$ cat config.mk
export PLATFORM = sky130hd
export DESIGN_NAME = inst_fetch
export DESIGN_NICKNAME = d
export VERILOG_FILES = /design/src/rtl/inst_fetch.sv
export SDC_FILE = /design/constraint.sdc
export NUM_CORES = 1
export LEC_CHECK = 0
export BUFFER_PORTS_ARGS = -buffer_cell sky130_fd_sc_hd__buf_2
export CORE_ASPECT_RATIO = 0.5
export CORE_MARGIN = 3
export CORE_UTILIZATION = 30
export DETAILED_ROUTE_END_ITERATION = 6
export MAX_ROUTING_LAYER = met4
export PLACE_DENSITY = 0.54
export RECOVER_POWER = 50
export SLEW_MARGIN = 20
export SYNTH_ARGS = -nofsm -noshare
export SYNTH_HDL_FRONTEND = slang
export SYNTH_SLANG_ARGS = --single-unit
export TNS_END_PERCENT = 30
$ cat constraint.sdc
create_clock -name clk -period 4.5 [get_ports clk]
set_input_delay 0.675 -clock clk [delete_from_list [all_inputs] [get_ports clk]]
set_output_delay 0.675 -clock clk [all_outputs]
set_load 0.01 [all_outputs]
$ cat src/rtl/inst_fetch.sv
// Instruction fetch stage: issues word-aligned reads to instruction memory and presents
// fetched instructions to the IF/ID register. It handles stalls, branch and exception
// redirects, and responses that are still outstanding when a redirect arrives.
module inst_fetch #(
  parameter logic [31:0] RESET_PC = 32'h0000_0000
) (
  input  logic        clk,
  input  logic        rst,
  input  logic        stall,
  input  logic        branch_flag_i,
  input  logic [31:0] branch_target_addr_i,
  input  logic        flush,
  input  logic [31:0] new_pc,
  output logic        rom_req,
  output logic [31:0] rom_addr,
  input  logic        rom_ack,
  input  logic [31:0] rom_data,
  output logic [31:0] if_pc,
  output logic [31:0] if_inst,
  output logic        if_valid
);

  typedef enum logic [1:0] {
    StIdle,
    StFetch,
    StDiscard,
    StHold
  } state_e;

  state_e      r_state;
  logic [31:0] r_target;

  logic        w_redirect;
  logic [31:0] w_target;

  // Select the redirect target. Flush wins over branch, and the low address bits are cleared.
  always_comb begin
    w_redirect = flush | branch_flag_i;
    w_target   = (flush ? new_pc : branch_target_addr_i) & 32'hFFFF_FFFC;
  end

  // Fetch FSM. Every output is a register updated here.
  always_ff @(posedge clk or posedge rst) begin
    if (rst) begin
      r_state  <= StIdle;
      r_target <= 32'h0;
      rom_req  <= 1'b0;
      rom_addr <= RESET_PC;
      if_pc    <= 32'h0;
      if_inst  <= 32'h0;
      if_valid <= 1'b0;
    end else begin
      unique case (r_state)
        StIdle: begin
          // An ack seen here belongs to a request abandoned by reset, so it is ignored.
          r_state  <= StFetch;
          rom_req  <= 1'b1;
          rom_addr <= RESET_PC;
        end
        StFetch: begin
          if (w_redirect) begin
            if_valid <= 1'b0;
            if (rom_ack) begin
              rom_addr <= w_target;
            end else begin
              // The request stays outstanding. Its response is dropped when it arrives.
              r_state  <= StDiscard;
              r_target <= w_target;
            end
          end else if (rom_ack) begin
            if_pc    <= rom_addr;
            if_inst  <= rom_data;
            if_valid <= 1'b1;
            if (stall) begin
              r_state <= StHold;
              rom_req <= 1'b0;
            end else begin
              rom_addr <= rom_addr + 32'd4;
            end
          end else if (!stall) begin
            if_valid <= 1'b0;
          end
        end
        StDiscard: begin
          if (w_redirect) begin
            r_target <= w_target;
          end
          if (rom_ack) begin
            r_state  <= StFetch;
            rom_addr <= w_redirect ? w_target : r_target;
          end
        end
        StHold: begin
          if (w_redirect) begin
            r_state  <= StFetch;
            rom_req  <= 1'b1;
            rom_addr <= w_target;
            if_valid <= 1'b0;
          end else if (!stall) begin
            r_state  <= StFetch;
            rom_req  <= 1'b1;
            rom_addr <= if_pc + 32'd4;
            if_valid <= 1'b0;
          end
        end
        default: r_state <= StIdle;
      endcase
      // An exception squashes whatever is being presented, in every state.
      if (flush) begin
        if_valid <= 1'b0;
        if_inst  <= 32'h0;
      end
    end
  end

endmodule
==> impl_metrics.ini, run 1 <==
[floorplanning]
die-area_sq_um = 29100
initial_core_util_pct = 31.3
rows = 41
die_w_microns = 238
ios = 200
die_h_microns = 122
core_area_sq_um = 25900

[setup_path]
cp.arrival_ns = 3.55
critPathCaptureType = flop
crit_path_max_fanout = 32
crit_path_start_kind = primary input
worstSetupStartpoint = flush
cp.required_ns = 4.82
worstSetupEndpoint = rom_addr[17]
r2r-end = rom_addr[17]
r2r_cells = 6
rrSetupSlack_ns = 1.47
crit_type = in2reg
r2r-start = r_state[1]

[grt]
antenna_found_initial = 2
overflow = 0
grt_use_total_pct = 21.0
grt_pass1_wl_microns = 46000
grt_max_degree = 75
grt_pass1_vias = 7766

[clock_tree]
cts-root-buf = clkbuf_16
cts_hold_buffers = 0
numCtsBuffers = 17
clock_latency_ns = 0.44
cts_setup_buffers = 0
cts_buffer_depth = 2
cts_max_level = 4
cts_resized = 0
cts_tree = built
cts_sinks = 132
clkTransAtPathRegs_ns = 0.06

[pwr]
pwr_density_cell_nw_per_um2 = 635
p_leak_uw = 0.00417
vdd_drop_max_v = 0.000275

[final_layout]
nFillCells = 2633
area_growth_pct = 22.5
fin_cells = 1385
layout_common_cells = buf_2, dfrtp_1, nand2_1
register_area_sq_um = 3300
multi_input_area_sq_um = 4420
drive_above_1_share_pct = 24.4
nNetsFinal = 1134
layout_commonest_cell = buf_2

[timing]
hold_slack_ns = 0.462
setup_violations = 0
worst_slew_pin_slew_ns = 3.09
slew_viol_final = 75
skew_ns = 0.0105
relSlewSlack_pct = -106
finalHoldViolCount = 0
timing.final.crit_share_pct = 71.8
timing.setup.tns_ns = 0
min_period_ns = 3.23
setup_slack_ns = 1.27
grt_setup_unrepaired = no
max_freq_mhz = 309

[synthesis]
synth_warnings = 0
ys_ff_latch = 132
synth_edf_count = 0
ys_types = 68
syn_area_sq_um = 8110
syn_inst = 873
syn_nets = 981
yosysSeqAreaShare_pct = 40.8
synth_ff_type = dfrtp_1
async_flop_share_pct = 100
avgSynthCellArea_sq_um = 9.28

[place]
port_buffers = 195
dp.final_hpwl_microns = 20800
gp_routability_congestion = 0.878
dp.cells = 1351
preCtsSetupSlack_ns = 0.947

[routing]
num_vias = 8014
route.detailed.drc = 0
ant_nets = 0
viasPerCell = 5.79
post_drt_wl_per_cell_microns = 21.6
drtPass1Iterations = 6
drt_iter0_drc = 666
routed_wl_microns = 29900

[run_status]
outcome = complete, but fails checks
violations = max-capacitance violations, max-slew violations

[worst_hold_path]
worstHoldPathCells = 2
worstHoldPathType = in2reg

[flow_run]
maxCapViolCount = 1
cells in the mapped netlist (all sizes together) (13+ instances only):
cell type,number,area [sq um]
a22o,41,359
mux2,38,428
nand2,66,248
mux2i,28,280
nor2,51,191
o21ai,55,275
a21oi,49,245
buf,39,208
nand3,32,170
nor3,17,85.1
inv,13,48.8
dfrtp,132,3300
clkbuf,41,154
nand4,23,144
nor4,22,138
o31a,16,140
worst max-delay path, stage by stage:
cell      delay (ns)
buf_2           0.35
or3b_2          0.56
a21boi_1        0.86
or2_2           0.75
o21ai_0         0.21
o311ai_0        0.12
cells by family (layout without fill, tap and decap cells):
| kind of cell | after synthesis | after routing | share of synthesized area (%) |
|---|---|---|---|
| and+or+nand+nor | 282 | 282 | 18.3 |
| AOI/OAI and AO/OA | 273 | 273 | 24.0 |
| DFF | 132 | 132 | 40.8 |
| buffers and inverters | 94 | 260 | 5.11 |
| muxes | 66 | 66 | 8.74 |
| xor gates and xnor gates | 20 | 20 | 2.16 |
| adders and majority gates | 6 | 6 | 0.926 |
| other | 0 | 2 | 0 |
stage by stage:
stage | util, % | cell area [sq um] | power [uW]
after global routing | 38.4 | 9930 | 6710
after floorplan | - | 8110 | 3730
after global placement | 36.1 | 9340 | 4690
after detailed placement | 36.1 | 9340 | 4740
after CTS | 38.6 | 9980 | 6340
final | 38.4 | 9930 | 6300
worst min path at each step:
stage	from	endpoint	slack [ns]
after detailed placement	if_inst[20]	if_inst[20]	0.49
after global placement	if_inst[17]	if_inst[17]	0.48
final	rom_data[21]	if_inst[21]	0.46
after global routing	rom_data[17]	if_inst[17]	0.45
after floorplan	r_target[0]	r_target[0]	0.47
after CTS	rst	rom_addr[11]	0.40
sequential cells by signal, summed over array words and instances, names as in the netlist:
signal,cells
if_inst,32
if_pc,32
r_target,32
rom_addr,32
r_state,2
if_valid,1
rom_req,1
area by class of cell:
class / instances / area share [%]
multi-input combinational: 647 / 44.5
sequential: 132 / 33.3
tap: 344 / 4.33
antenna: 2 / 0.0504
clock inverter: 13 / 2.08
clock buffer: 19 / 4.46
timing repair buffer: 214 / 10.8
inverter: 14 / 0.529
per-layer routing:
| metal | share of wire [%] | vias up | global-route usage [%] |
|---|---|---|---|
| li1 | - | 3662 | - |
| met1 | 46 | 4022 | 28.3 |
| met2 | 45 | 303 | 31.8 |
| met3 | 7.0 | 27 | 4.89 |
| met4 | 1.6 | 0 | 6.07 |
| met5 | 0 | - | - |
power breakdown:
part           switching, uW  leakage, uW  internal (uW)
sequential               634      0.00167           1610
clock                    568     0.000313            997
combinational           1490      0.00219            999
Power figures use the tool's default switching activity.
==> run 2: changes to the inputs <==
Clock period 4.5 ns to 2.66 ns, I/O delays scaled along.
==> run 2 against run 1 <==
  * The run now ends clean
  * Register-to-register slack worse by 1.3 ns
  * Wire length is 1.2% higher
  * Clock power is 60% higher
  * Largest power group unchanged
  * Highest routed layer unchanged
==> impl_metrics.ini, run 2 (synthesis gave the netlist of run 1 again) <==
[routing]
route.detailed.drc = 0
post_drt_wl_per_cell_microns = 21.3
top_layer_used = met4
wl_met3_microns = 1980
m1WireLength_microns = 14000
met2_length_microns = 13800
drt_iter0_drc = 614
drtPass1Iterations = 5
routed_wl_microns = 30300
ant_nets = 0
viasPerCell = 5.67
num_vias = 8082

[clock_tree]
cts_sinks = 132
cts_setup_buffers = 0
cts-root-buf = clkbuf_16
clkTransAtPathRegs_ns = 0.07
cts_tree = built
cts_hold_buffers = 0
clock_latency_ns = 0.44
cts_max_level = 4
cts_buffer_depth = 2
numCtsBuffers = 17
cts_resized = 0

[setup_path]
crit_path_max_incr_delay_ns = 0.56
slowest_stage = or4_4
crit_type = reg2reg
cp.required_ns = 2.97
crit_path_max_fanout = 12
critPathCaptureType = flop
rrSetupSlack_ns = 0.18
worstPathCellList = ha_1, nand2_1, or2_2, or4_4, a221oi_2, o211ai_1
crit_path_start_kind = flop
cp.arrival_ns = 2.80

[final_layout]
layout_commonest_cell = buf_2
layout_common_cells = buf_2, dfrtp_1, nand2_1
n_antenna_cell = 0
area_growth_pct = 26.0
drive_above_1_share_pct = 27.4
nNetsFinal = 1176

[timing]
timing.setup.tns_ns = 0
worst_slew_pin_slew_ns = 1.28
setup_violations = 0
skew_ns = 0.0119
timing.final.crit_share_pct = 93.2
slew_viol_final = 0
relSlewSlack_pct = 14.0
grt_setup_unrepaired = no
max_freq_mhz = 403
min_period_ns = 2.48
finalHoldViolCount = 0
setup_slack_ns = 0.180

[place]
gp_routability_congestion = 0.915
preCtsSetupSlack_ns = 0.251
port_buffers = 195
dp.final_hpwl_microns = 22000

[floorplanning]
initial_core_util_pct = 31.3
die_w_microns = 238
rows = 41
die-area_sq_um = 29100
ios = 200
core_area_sq_um = 25900
die_h_microns = 122

[grt]
grt_use_total_pct = 21.4
grt_max_degree = 61
grt_pass1_wl_microns = 46400
overflow = 0
antenna_found_initial = 0
grt_pass1_vias = 7850

[pwr]
vdd_drop_max_v = 0.000418
p_leak_uw = 0.00434
pwr_density_cell_nw_per_um2 = 1060

[run_status]
outcome = finished clean

[flow_run]
maxCapViolCount = 0

[worst_hold_path]
worstHoldPathType = in2reg
[run 2: changes by cell type in the layout (fill, tap and decap cells not counted), moves of 2 or more]
cell        change
diode_2         -2
buf_4          +39
clkinv_4        -2
clkinvlp_4      +3
[run 2: where the power goes]
group / internal, uW / switching, uW / total [uW] / leakage (uW)
Sequential: 2730 / 908 / 3640 / 0.00167
Combinational: 1940 / 2780 / 4720 / 0.00239
Clock: 1560 / 945 / 2500 / 0.000288
Total: 6230 / 4630 / 10900 / 0.00434
[run 2: metal layers]
metal,vias up,global-route usage (%)
li1,3753,-
met1,4005,28.9
met2,287,32.4
met3,37,4.78
met4,0,6.15
met5,-,-
[run 2: path summary, 6_finish.rpt]
kind                               from           end  depth (start not counted)
min in group asynchronous           rst    if_inst[7]                          2
hold reg to reg             if_inst[14]   if_inst[14]                          1
max in group asynchronous           rst  rom_addr[13]                          3
hold / removal             rom_data[21]   if_inst[21]                          2
setup reg to reg               if_pc[3]  rom_addr[24]                          6
setup / recovery               if_pc[3]  rom_addr[24]                          6
[run 2: critical path, delay by kind of cell (launching register included)]
family | cells | cell delay, ns
simple gates | 3 | 1.22
compound gates | 2 | 0.44
flops | 1 | 0.43
fa+ha+maj | 1 | 0.26
[run 2: cell type report]
cell class	count	area, sq um
Clock buffer	18	429
Clock inverter	14	186
Sequential cell	132	3300
Inverter	14	53.8
Tap cell	344	430
Timing Repair Buffer	256	1400
Multi-Input combinational cell	647	4410
Fill cell	2640	15600
[run 2: per-stage QoR]
| stage | hold slack (ns) | power [uW] | cells | cell area (sq um) | utilization [%] |
|---|---|---|---|---|---|
| after CTS | 0.0697 | 11000 | 1425 | 10300 | 39.8 |
| after floorplan | 0.465 | 6310 | 873 | 8110 | - |
| final | 0.178 | 10900 | 1425 | 10200 | 39.5 |
| after global placement | 0.484 | 8300 | 1393 | 9690 | 37.5 |
| after detailed placement | 0.486 | 8400 | 1393 | 9690 | 37.5 |
| after global routing | 0.161 | 11600 | 1425 | 10200 | 39.5 |
==> run 3: changes to the inputs <==
==> constraint.sdc (replaced) <==
create_clock -name clk -period 2.66 [get_ports clk]
set_input_delay 0 -clock clk [delete_from_list [all_inputs] [get_ports clk]]
set_output_delay 0 -clock clk [all_outputs]
set_load 0.01 [all_outputs]
==> run 3 against run 2 <==
  * Count of clock-buffer cells in the layout decreased by 1
  * Clock skew increased by 0.0026 ns
  * Power increased by 1.3%
  * Maximum frequency increased by 2.7%
  * Flip-flop and latch count unchanged
  * Cell area increased by 9.4%
  * Worst setup slack improved by 0.064 ns
  * Critical path depth decreased by 1
  * Combinational power about the same
  * First-iteration DRC count increased by 13%
  * Global-route usage increased by 1.2 points
  * Clock power increased by 2%
  * Critical endpoint is now rom_addr[31]
  * Largest cell class unchanged
  * Highest routed layer unchanged
==> impl_metrics.ini, run 3 (synthesis gave the netlist of run 1 again) <==
[place]
gp_routability_congestion = 0.877
dp.final_hpwl_microns = 21600
port_buffers = 195

[clock_tree]
cts-root-buf = clkbuf_16
cts_sinks = 132
cts_tree = built
numCtsBuffers = 17
cts_buffer_depth = 2
cts_max_level = 4
clkTransAtPathRegs_ns = 0.07
cts_resized = 0
clock_latency_ns = 0.44

[timing]
worst_slew_pin_slew_ns = 1.12
timing.setup.tns_ns = 0
max_freq_mhz = 414
slew_viol_final = 0
relSlewSlack_pct = 25.2
skew_ns = 0.0146
setup_violations = 0
min_period_ns = 2.42
finalHoldViolCount = 0
grt_setup_unrepaired = no
timing.final.crit_share_pct = 90.8

[setup_path]
worstPathCellList = nand3_2, or3_1, or4_1, o211ai_1, o311ai_1
worstSetupStartpoint = if_pc[4]
rrSetupSlack_ns = 0.24
critPathCaptureType = flop
crit_path_max_fanout = 16
cp.arrival_ns = 2.70
cp_top_family = simple AND/OR/NAND/NOR gates
crit_path_max_incr_delay_ns = 0.70
slowest_stage = or3_1
crit_cells = 5
r2r_cells = 5
crit_path_start_kind = flop
worstSetupEndpoint = rom_addr[31]
r2r-start = if_pc[4]
critPathBufInv = 0
crit_type = reg2reg
cp.required_ns = 2.94
r2r-end = rom_addr[31]

[grt]
antenna_found_initial = 0
grt_use_total_pct = 22.6
grt_pass1_wl_microns = 49500
overflow = 0
grt_pass1_vias = 8534
grt_max_degree = 54

[flow_run]
maxCapViolCount = 0

[routing]
routed_wl_microns = 31800
num_vias = 8591
drtPass1Iterations = 5
drt_iter0_drc = 691
route.detailed.drc = 0
post_drt_wl_per_cell_microns = 20.9
viasPerCell = 5.65
ant_nets = 0

[final_layout]
drive_above_1_share_pct = 24.5
nFillCells = 2546
area_growth_pct = 37.9
fin_util_pct = 43.2
nNetsFinal = 1272
layout_common_cells = buf_2, dfrtp_1, dlygate4sd3_1
n_antenna_cell = 0
layout_commonest_cell = buf_2

[floorplanning]
die-area_sq_um = 29100
ios = 200
die_h_microns = 122
die_w_microns = 238
initial_core_util_pct = 31.3
rows = 41
core_area_sq_um = 25900

[run_status]
outcome = finished clean

[pwr]
pwr_density_cell_nw_per_um2 = 985
p_leak_uw = 0.00474
vdd_drop_max_v = 0.000382
power_uw = 11000

[worst_hold_path]
worstHoldPathType = in2reg
## run 3: changes by cell type in the layout (fill, tap and decap cells not counted), moves of 2 or more
cell           delta
clkinvlp_4        -2
clkbuf_1          +2
clkinv_4          +3
clkinv_2          -2
inv_6             +2
dlygate4sd3_1   +102
buf_4             -8
## run 3: per-layer routing
metal	wire length [microns]	share of wire (%)	track usage [%]	up-vias
li1	-	-	-	3936
met1	14100	44	28.8	4281
met2	14800	47	35.9	333
met3	2310	7.3	5.64	41
met4	601	1.9	6.79	0
met5	0	0	-	-
## run 3: tightest hold or removal path, delay by kind of cell
family / cells / cell delay, ns
buf+inv: 1 / 0.09
compound gates: 3 / 0.34
## run 3: final cells by class
class                           count  area [sq um]  area share, %
Multi-Input combinational cell    647          4410           39.5
Sequential cell                   132          3300           29.6
Timing Repair Buffer              352          2340           21.0
Tap cell                          344           430           3.85
Clock buffer                       17           425           3.81
Clock inverter                     15           205           1.84
Inverter                           14          53.8          0.481
## run 3: worst min-delay path by stage
stage / to / startpoint / depth (start not counted) / slack (ns)
global placement: if_inst[6] / rom_data[6] / 2 / 0.22
global route: rom_addr[23] / branch_target_addr_i[23] / 4 / 0.07
detailed placement: if_inst[17] / rom_data[17] / 2 / 0.22
finish: rom_addr[13] / new_pc[13] / 4 / 0.04
floorplan: if_inst[0] / rom_data[0] / 1 / 0.13
CTS: rom_addr[13] / new_pc[13] / 4 / 0.02
## run 3: timing repair
action / CTS / global route
hold endpoints to repair: 111 / 0
setup buffers: 0 / 0
hold buffers: 102 / 0
## run 3: per-stage QoR
| step | cells | hold WS, ns | area (sq um) | setup slack (ns) |
|---|---|---|---|---|
| global route | 1521 | 0.0709 | 11200 | 0.0533 |
| CTS | 1520 | 0.0185 | 11300 | 0.269 |
| floorplan | 873 | 0.133 | 8110 | 0.492 |
| finish | 1521 | 0.0380 | 11200 | 0.244 |
| detailed placement | 1386 | 0.222 | 9620 | 0.287 |
| global placement | 1386 | 0.220 | 9620 | 0.340 |
## run 3: power by group
group | internal, uW | switching, uW
combinational | 1990 | 2720
clock | 1570 | 990
sequential | 2730 | 1010
total | 6290 | 4710
